`src/rtl/vga_pkg.sv`:
```
// rtl/vga_pkg.sv - shared 640x480@60 timing constants, board geometry and pipeline types
package vga_pkg;

  localparam logic [9:0] H_VIS   = 10'd640;
  localparam logic [9:0] H_FP    = 10'd16;
  localparam logic [9:0] H_SYNC  = 10'd96;
  localparam logic [9:0] H_BP    = 10'd48;
  localparam logic [9:0] H_TOTAL = H_VIS + H_FP + H_SYNC + H_BP;
  localparam logic [9:0] H_MAX   = H_TOTAL - 10'd1;
  localparam logic [9:0] H_SYNC_START = H_VIS + H_FP;
  localparam logic [9:0] H_SYNC_END   = H_SYNC_START + H_SYNC;

  localparam logic [9:0] V_VIS   = 10'd480;
  localparam logic [9:0] V_FP    = 10'd10;
  localparam logic [9:0] V_SYNC  = 10'd2;
  localparam logic [9:0] V_BP    = 10'd33;
  localparam logic [9:0] V_TOTAL = V_VIS + V_FP + V_SYNC + V_BP;
  localparam logic [9:0] V_MAX   = V_TOTAL - 10'd1;
  localparam logic [9:0] V_SYNC_START = V_VIS + V_FP;
  localparam logic [9:0] V_SYNC_END   = V_SYNC_START + V_SYNC;

  localparam int N_TILES = 4;
  localparam int EXP_W   = 4;

  typedef struct packed {
    logic [EXP_W-1:0] code;
    logic             in_board;
    logic             visible;
    logic             hs_n;
    logic             vs_n;
  } stage1_t;

  localparam stage1_t STAGE1_RST = '{code: '0, in_board: 1'b0, visible: 1'b0,
                                     hs_n: 1'b1, vs_n: 1'b1};

endpackage

```
`src/rtl/vga_timing.sv`:
```
// rtl/vga_timing.sv - pixel-clock divider and 640x480@60 h/v scan counters
module vga_timing
  import vga_pkg::*;
#(
  parameter int CLK_DIV = 4
) (
  input  logic       clk,
  input  logic       rst,
  output logic       pix_en,
  output logic [9:0] h,
  output logic [9:0] v,
  output logic       hs_n,
  output logic       vs_n,
  output logic       visible
);

  localparam int DIV_W = $clog2(CLK_DIV);
  localparam logic [DIV_W-1:0] DIV_MAX = DIV_W'(CLK_DIV - 1);

  logic [DIV_W-1:0] div_q, div_d;
  logic [9:0]       h_q, h_d, v_q, v_d;

  always_comb begin
    pix_en = (div_q == DIV_MAX);
    div_d  = pix_en ? '0 : div_q + 1'b1;
    h_d    = h_q;
    v_d    = v_q;
    if (pix_en) begin
      if (h_q == H_MAX) begin
        h_d = '0;
        v_d = (v_q == V_MAX) ? '0 : v_q + 10'd1;
      end else begin
        h_d = h_q + 10'd1;
      end
    end
  end

  always_ff @(posedge clk) begin
    if (rst) begin
      div_q <= '0;
      h_q   <= '0;
      v_q   <= '0;
    end else begin
      div_q <= div_d;
      h_q   <= h_d;
      v_q   <= v_d;
    end
  end

  assign h       = h_q;
  assign v       = v_q;
  assign hs_n    = !((h_q >= H_SYNC_START) && (h_q < H_SYNC_END));
  assign vs_n    = !((v_q >= V_SYNC_START) && (v_q < V_SYNC_END));
  assign visible = (h_q < H_VIS) && (v_q < V_VIS);

endmodule

```
`src/rtl/tile_renderer.sv`:
```
// rtl/tile_renderer.sv - 4x4 tile board scan-out: ROM addressing, tile select and VGA pins
module tile_renderer
  import vga_pkg::*;
#(
  parameter int          CLK_DIV    = 4,
  parameter int          BOARD_X0   = 120,
  parameter int          BOARD_Y0   = 40,
  parameter int          TILE       = 100,
  parameter logic [11:0] BORDER_RGB = 12'h333
) (
  input  logic        clk,
  input  logic        rst,
  input  logic [63:0] board,
  input  logic [11:0] signal0,
  input  logic [11:0] signal1,
  input  logic [11:0] signal2,
  input  logic [11:0] signal3,
  input  logic [11:0] signal4,
  input  logic [11:0] signal5,
  input  logic [11:0] signal6,
  input  logic [11:0] signal7,
  input  logic [11:0] signal8,
  input  logic [11:0] signal9,
  input  logic [11:0] signal10,
  input  logic [11:0] signal11,
  output logic [18:0] pixel_addr,
  output logic [11:0] vga_rgb,
  output logic        hsync,
  output logic        vsync,
  output logic        frame_start
);

  localparam logic [9:0] X0   = 10'(BOARD_X0);
  localparam logic [9:0] X0M1 = 10'(BOARD_X0 - 1);
  localparam logic [9:0] X1   = 10'(BOARD_X0 + N_TILES * TILE);
  localparam logic [9:0] Y0   = 10'(BOARD_Y0);
  localparam logic [9:0] Y0M1 = 10'(BOARD_Y0 - 1);
  localparam logic [9:0] Y1   = 10'(BOARD_Y0 + N_TILES * TILE);
  localparam logic [6:0] T_MAX = 7'(TILE - 1);

  logic       pix_en, hs_n, vs_n, visible;
  logic [9:0] h, v;

  vga_timing #(.CLK_DIV(CLK_DIV)) u_timing (
    .clk     (clk),
    .rst     (rst),
    .pix_en  (pix_en),
    .h       (h),
    .v       (v),
    .hs_n    (hs_n),
    .vs_n    (vs_n),
    .visible (visible)
  );

  logic [6:0]  tx_q, tx_d, ty_q, ty_d;
  logic [1:0]  col_q, col_d, row_q, row_d;
  logic [63:0] shadow_q, shadow_d;
  logic        frame_start_q, frame_start_d;
  stage1_t     s1_q, s1_d;
  logic [18:0] addr_q, addr_d;
  logic [11:0] rgb_q, rgb_d;
  logic        hsync_q, hsync_d, vsync_q, vsync_d;
  logic        h_wrap, in_board;
  logic [3:0]  tile_idx;
  logic [18:0] row_base;
  logic [11:0] tile_pix;

  always_comb begin
    h_wrap   = pix_en && (h == H_MAX);
    in_board = (h >= X0) && (h < X1) && (v >= Y0) && (v < Y1);
    tile_idx = {row_q, col_q};
    // ty*100 as ty*64 + ty*32 + ty*4
    row_base = 19'({ty_q, 6'b0}) + 19'({ty_q, 5'b0}) + 19'({ty_q, 2'b0});

    tx_d  = tx_q;
    col_d = col_q;
    if (pix_en) begin
      if (h == X0M1) begin
        tx_d  = '0;
        col_d = '0;
      end else if (tx_q == T_MAX) begin
        tx_d  = '0;
        col_d = col_q + 2'd1;
      end else begin
        tx_d  = tx_q + 7'd1;
      end
    end

    ty_d  = ty_q;
    row_d = row_q;
    if (h_wrap) begin
      if (v == Y0M1) begin
        ty_d  = '0;
        row_d = '0;
      end else if (ty_q == T_MAX) begin
        ty_d  = '0;
        row_d = row_q + 2'd1;
      end else begin
        ty_d  = ty_q + 7'd1;
      end
    end

    // The shadow only changes in vertical blanking, so a frame never tears.
    frame_start_d = pix_en && (h == 10'd0) && (v == V_VIS);
    shadow_d      = frame_start_d ? board : shadow_q;

    s1_d   = s1_q;
    addr_d = addr_q;
    if (pix_en) begin
      s1_d.code     = shadow_q[tile_idx * EXP_W +: EXP_W];
      s1_d.in_board = in_board;
      s1_d.visible  = visible;
      s1_d.hs_n     = hs_n;
      s1_d.vs_n     = vs_n;
      addr_d        = in_board ? row_base + 19'(tx_q) : '0;
    end

    case (s1_q.code)
      4'd0:    tile_pix = signal0;
      4'd1:    tile_pix = signal1;
      4'd2:    tile_pix = signal2;
      4'd3:    tile_pix = signal3;
      4'd4:    tile_pix = signal4;
      4'd5:    tile_pix = signal5;
      4'd6:    tile_pix = signal6;
      4'd7:    tile_pix = signal7;
      4'd8:    tile_pix = signal8;
      4'd9:    tile_pix = signal9;
      4'd10:   tile_pix = signal10;
      default: tile_pix = signal11;
    endcase

    rgb_d   = rgb_q;
    hsync_d = hsync_q;
    vsync_d = vsync_q;
    if (pix_en) begin
      rgb_d   = !s1_q.visible ? 12'h000 : !s1_q.in_board ? BORDER_RGB : tile_pix;
      hsync_d = s1_q.hs_n;
      vsync_d = s1_q.vs_n;
    end
  end

  always_ff @(posedge clk) begin
    if (rst) begin
      tx_q          <= '0;
      ty_q          <= '0;
      col_q         <= '0;
      row_q         <= '0;
      shadow_q      <= '0;
      frame_start_q <= 1'b0;
      s1_q          <= STAGE1_RST;
      addr_q        <= '0;
      rgb_q         <= '0;
      hsync_q       <= 1'b1;
      vsync_q       <= 1'b1;
    end else begin
      tx_q          <= tx_d;
      ty_q          <= ty_d;
      col_q         <= col_d;
      row_q         <= row_d;
      shadow_q      <= shadow_d;
      frame_start_q <= frame_start_d;
      s1_q          <= s1_d;
      addr_q        <= addr_d;
      rgb_q         <= rgb_d;
      hsync_q       <= hsync_d;
      vsync_q       <= vsync_d;
    end
  end

  assign pixel_addr  = addr_q;
  assign vga_rgb     = rgb_q;
  assign hsync       = hsync_q;
  assign vsync       = vsync_q;
  assign frame_start = frame_start_q;

endmodule

```
`config.mk`:
```
export PLATFORM = sky130hd
export DESIGN_NAME = tile_renderer
export DESIGN_NICKNAME = d
export VERILOG_FILES = /design/src/rtl/vga_pkg.sv /design/src/rtl/vga_timing.sv /design/src/rtl/tile_renderer.sv
export SDC_FILE = /design/constraint.sdc
export NUM_CORES = 1
export LEC_CHECK = 0
export ABC_AREA = 1
export ABC_CLOCK_PERIOD_IN_PS = 3040
export BUFFER_PORTS_ARGS = -buffer_cell sky130_fd_sc_hd__buf_2
export CORE_MARGIN = 2
export CORE_UTILIZATION = 30
export DETAILED_ROUTE_END_ITERATION = 8
export PLACE_DENSITY = 0.5
export SLEW_MARGIN = 10
export SYNTH_ARGS = -nofsm -noshare
export SYNTH_HDL_FRONTEND = slang
export SYNTH_HIERARCHICAL = 1
export SYNTH_SLANG_ARGS = --single-unit
```
`constraint.sdc`:
```
create_clock -name clk -period 3.04 [get_ports clk]
set_input_delay 0.304 -clock clk [delete_from_list [all_inputs] [get_ports clk]]
set_output_delay 0.304 -clock clk [all_outputs]
set_load 0.005 [all_outputs]
```
== Word level (Yosys, flattened, before mapping) ==
Index checks and enable logic that the tools add are counted.

* Shift operators: 1
* Reductions and logical operators: 19
* $add $sub $neg: 10
* Magnitude comparators: 10
* Equal/unequal tests: 18
* Muxes and demuxes: 14

{| class="wikitable"
|+ Operators with widths
! cell !! count
|-
| $pmux W12 S11 || 1
|-
| $shiftx A64 B7 Y4 || 1
|-
| $lt A10 B10 Y1 const B || 3
|-
| $lt A10 B9 Y1 const B || 3
|-
| $mux W7 || 4
|-
| $mux W12 || 2
|-
| $add A10 B1 Y10 const B || 2
|-
| $eq A10 B10 Y1 const B || 2
|-
| $mux W10 || 2
|-
| $add A15 B7 Y16 || 1
|-
| $eq A4 B3 Y1 const B || 4
|-
| $mux W16 || 1
|-
| $add A14 B9 Y15 || 1
|-
| $add A13 B12 Y14 || 1
|-
| $add A7 B1 Y7 const B || 2
|-
| $eq A7 B7 Y1 const B || 2
|-
| $eq A4 B4 Y1 const B || 3
|-
| $eq A10 B6 Y1 const B || 1
|-
| $eq A10 B7 Y1 const B || 1
|-
| $eq A10 B9 Y1 const B || 1
|-
| $ge A10 B10 Y1 const B || 1
|-
| $ge A10 B6 Y1 const B || 1
|-
| $ge A10 B7 Y1 const B || 1
|-
| $ge A10 B9 Y1 const B || 1
|-
| other kinds (12) || 30
|}

* Input port bits: 210
* Flip-flop bits (word level): 146
* Output and inout bits: 34
* Logic and storage cells: 90

== Logic depth before layout (Yosys ltp) ==
* Depth in word-level cells: 5
* Gate-level depth with buffers: 16
* Mapped depth without buffers: 16

== Hierarchy ==
The synthesis kept the hierarchy.

{| class="wikitable"
|+ By module, submodules not included
! module !! cells an instance !! area an instance (um^2) !! instances !! sequential area each (um^2)
|-
| tile_renderer || 1163 || 7330.8 || 1 || 2402.3
|-
| vga_timing || 179 || 1224.9 || 1 || 440.4
|}

== Worst setup path before layout ==
No wires, ideal clock.

* Path kind: register to register
* Start: register ty_q[0]
* End: register addr_q[14] (netlist: pixel_addr[14])
* Required time: 2970 ps
* Path buffers: 0
* Slack: 343 ps
* Setup time: 70 ps
* Stages on the path, launching flop included: 14
* Clock period less this slack: 2697 ps
* Data arrival time: 2627 ps
* Cell sequence: dfxtp_1 -> inv_1 -> fa_1 -> inv_1 -> fa_1 -> ha_1 -> nand2_1 -> o21ai_0 -> nand3_1 -> nand2_1 -> nand2_1 -> nand2_1 -> nand2_1 -> a21oi_1

* Word-level cells in the longest chain between the ends: 4

{| class="wikitable"
|+ RTL lines
! what !! RTL line !! text
|-
| start, declared || tile_renderer.sv:55 || <nowiki>logic [6:0] tx_q, tx_d, ty_q, ty_d;</nowiki>
|-
| start signal, assigned || tile_renderer.sv:158 || <nowiki>ty_q <= ty_d;</nowiki>
|-
| $add A13 B12 Y14 || tile_renderer.sv:73 || <nowiki>row_base = 19'({ty_q, 6'b0}) + 19'({ty_q, 5'b0}) + 19'({ty_q, 2'b0});</nowiki>
|-
| $add A14 B9 Y15 * || tile_renderer.sv:73 ||
|-
| $add A15 B7 Y16 * || tile_renderer.sv:115 || <nowiki>addr_d = in_board ? row_base + 19'(tx_q) : '0;</nowiki>
|-
| $mux W16 * || tile_renderer.sv:115 ||
|-
| end signal, assigned || tile_renderer.sv:164 || <nowiki>addr_q <= addr_d;</nowiki>
|-
| end, declared || tile_renderer.sv:60 || <nowiki>logic [18:0] addr_q, addr_d;</nowiki>
|}

Every way passes the cells marked *; elsewhere a longest branch is shown, timed or not.
A chain may end at the register's enable or synchronous reset.

== Worst setup path after layout ==
* Start: register tx_q[6]
* End: register addr_q[10] (netlist: pixel_addr[10])

* Word-level cells in the longest chain between the ends: 2

{| class="wikitable"
|+ RTL lines
! what !! RTL line !! text
|-
| start, declared || tile_renderer.sv:55 ||
|-
| start signal, assigned || tile_renderer.sv:157 || <nowiki>tx_q <= tx_d;</nowiki>
|-
| $add A15 B7 Y16 || tile_renderer.sv:115 ||
|-
| $mux W16 || tile_renderer.sv:115 ||
|}

No other way between the ends.

==> results.txt <==
The average vias per placed instance came out at roughly 4.7. The post-detailed-placement cell area is roughly 10000 um2. The headroom to the max-slew limit came out at 27.0%.

The class of the tightest hold or removal check is in2reg. The proportion of netlist area held by the largest area contributor came out at between 30% and 40%. The clock network accounts for a little under half of the total power. The number of antenna cells inserted is 0. Across the VDD grid, the largest voltage drop is 392 uV. Static timing analysis puts the maximum clock frequency at 361 MHz.

The count of yosys warnings during synthesis came out at 6. The most common library cell in the layout ignoring fill and taps is nand2_1. The post-route clock period utilization came out at 91.2%. Measured along the x axis, the die boundary spans about 170 um. Clock latency on the worst-skew pair, taken at its later pin, is approximately 440 ps. The final count of hold timing violations came out at 0. The final-stage net count is 1811. The total area inside the core boundary comes to about 28000 um2. The share of final-layout standard cells stronger than drive strength 1 came out at between 20% and 30%. The number of buffers created by CTS came out at 17. The max-slew violation count is 0. The largest fanout on the critical path came out at 4. The slowest cell on the critical path is fa_1. Yosys mapped a number of flops with a built-in enable equal to 0. The clock period minus worst slack came out at between 2000 and 3000 ps. After synthesis, the mean cell area works out to ~6.4 um2.

The slew at the pin closest to its max-slew limit is around 1100 ps. The number of global-route vias before repair came out at 8716. The cell count of the worst reg-to-reg path came out at 13.

The critical path's largest stage delay came out at approximately 530 ps. The post-synthesis sequential area ratio is 33.2%. After detailed routing, the number of remaining DRC violations is 0. The leakage dissipation is approximately 5.3 nW. For the final routed database, the setup TNS stands at 0 ps.

The overflow left after global routing is 0. The number of rows in the core area is between 60 and 70. The initial antenna violation count came out at 0. STA classifies the critical path startpoint as a flop. Yosys attributes the largest share of cell area to dfxtp_1, nand2_1, nor2_1. The routed wire length per instance is between 15 and 20 um. The library cells used most frequently in the layout, excluding fill and tap cells, are nand2_1, nor2_1, buf_2. The startpoint-to-endpoint class of the critical path is reg2reg. The internal power of the cells totals roughly 3.2 mW. After detailed routing, the total wire length is 29700 um.

The switching power came out at ~1.2 mW. Detailed placement finished with a half-perimeter wire length of about 22000 um. Counting instances, the worst hold path has a depth of 3.

The number of input and output port buffers inserted came out at roughly 240. Setup repair after global routing left no endpoint under its margin. In this run, distinct cell masters in the synthesized netlist total 38. From bottom edge to top edge, the die measures 173 um. After clock tree synthesis, the clock-pin slew on the worst setup and hold paths is around 70 ps.

The first-pass detailed-route iteration total came out at 5. The total global-route track usage is around 19%. The number of post-CTS setup repair buffers is 0. The signal on the critical path passes through inv_1 -> fa_1 -> inv_1 -> fa_1 -> ha_1 -> a21oi_1 -> o21ai_0 -> buf_4 -> nand2_1 -> nand2_1 -> or2_2 -> nand3_1 -> a21oi_1.

For this design the top-level I/O count stands at about 240. The switching power as a share of total power came out at 27.8%. At the end of routability-driven placement, the weighted congestion stood at slightly below 1. The flip-flop and latch count after synthesis is approximately 140. The instance count of the mapped netlist is roughly 1300. The root buffer cell chosen for the clock tree is clkbuf_16. For this design, the sink count on the clock tree is about 140. The share of flip-flops with an asynchronous set or reset after synthesis is 0%. The number of routed nets with antenna violations is 0. The data arrival time of the critical path came out at 3070 ps. The flow ran to the end, and the final reports show no timing, DRC or antenna violations. The maximum root-to-sink buffer count is 2. The part of the power in registers came out at 43.3%. The worst setup slack for register-to-register paths is between 200 and 300 ps. The max-cap check violation count came out at 0.

In the synthesized netlist the dominant register cell turns out to be dfxtp_1. The final setup violation count came out at 0. The combinational fraction of design power is 9.6%. Once layout is done, the placed cells without fillers occupy approximately 11000 um2. The total die area came out at 29900 um2. The count of vias placed by the detailed router came out at slightly above 9000. The first-iteration detailed-routing DRC count came out at 419. The kind of capture point of the worst setup path is a flop. In this run, post-CTS hold repair placed 0 buffers.

The first-pass GRT wire length is around 47000 um. The most area-hungry cell type in the Yosys netlist is dfxtp_1. The area growth from synthesis to final layout came out at 24.8%. The initial cell density of the core came out at 30.6%. Entering global routing, the biggest net connects 66 pins. TritonCTS built the clock tree. The power density over cell area is 409 nW/um2. The area of the mapped netlist is 8560 um2. The post-route clock skew is 16.8 ps. The H-tree depth is 4. The data required time at the worst endpoint came out at around 3300 ps.
[critical path, delay by kind of cell (launching register included)]
| family | cells | cell delay [ps] |
|---|---|---|
| fa+ha+maj | 3 | 1270 |
| simple gates | 4 | 440 |
| flops | 1 | 350 |
| buf+inv | 3 | 300 |
| compound gates | 3 | 300 |
[state kept, by name (all words and copies together), names as in the netlist]
name and flops:
col_q 2, frame_start 1, hsync 1, pixel_addr 15, row_q 2, s1_q 8
shadow_q 64, tx_q 7, ty_q 7, u_timing/div_q 2, u_timing/h 10, u_timing/v 10
vga_rgb 12, vsync 1
[path summary, 6_finish.rpt]
| check | from | to |
|---|---|---|
| max | tx_q[6]$_SDFFE_PP0P_ | pixel_addr[10]$_SDFFE_PP0P_ |
| min | board[17] | shadow_q[17]$_SDFFE_PP0P_ |
| max reg2reg | tx_q[6]$_SDFFE_PP0P_ | pixel_addr[10]$_SDFFE_PP0P_ |
| min reg2reg | u_timing/div_q[0]$_SDFF_PP0_ | u_timing/div_q[0]$_SDFF_PP0_ |
[power by group through the flow]
stage / Clock [mW] / Sequential (mW) / Combinational (mW)
after detailed placement: 0 / 1.94 / 0.420
after global placement: 0 / 1.93 / 0.421
final: 2.06 / 1.89 / 0.419
after global routing: 2.19 / 1.89 / 0.463
after floorplan: 0 / 1.93 / 0.195
after CTS: 2.11 / 1.89 / 0.422
[cell usage after synthesis (17+ instances only)]
cell,n
a21oi_1,54
buf_2,22
clkbuf_1,30
dfxtp_1,142
ha_1,36
inv_1,94
nand2_1,315
nand3_1,109
nand4_1,21
nor2_1,292
nor3_1,18
o21ai_0,105
xor2_1,17
[layout make-up]
type                    instances  area, um2
multi-input cells            1040       5050
well taps                     378        473
repair buffers                260       1370
inverters                      98        368
clock inverters                14        138
flip-flops and latches        142       2840
fillers                      3092      17300
clock buffers                  18        439
[per-stage QoR]
stage	total power [mW]	cells	util (%)	setup slack [ps]	hold slack (ps)
2_1_floorplan	2.12	1345	-	343	376
5_1_grt	4.55	1950	38.2	21.1	89.2
6_report	4.37	1950	38.2	268	85.7
3_5_place_dp	2.35	1918	36.1	216	424
3_3_place_gp	2.36	1918	36.1	261	411
4_1_cts	4.43	1950	38.2	213	73.9
[kinds of logic (layout without fill, tap and decap cells)]
logic type	Yosys count	in the layout	share of synthesized area (%)
buffers and inverters	163	390	8.04
adders and majority gates	42	42	6.67
xor gates and xnor gates	18	18	1.84
DFF	142	142	33.2
other	1	4	0.0438
and+or+nand+nor	780	780	37.9
AOI/OAI and AO/OA	196	196	12.3
[what timing repair did]
item	CTS	global route
setup endpoints to repair	0	1
hold endpoints to repair	0	0
gates resized for setup	0	1
[per-layer routing]
layer  global-route usage, %  up-vias  share of wire [%]
li1                        -     4775                  -
met2                    33.0      274                 47
met5                       0        -                  0
met1                    24.2     4075                 45
met3                    3.45       39                5.0
met4                    7.49        0                3.0
Power figures use the tool's default switching activity.
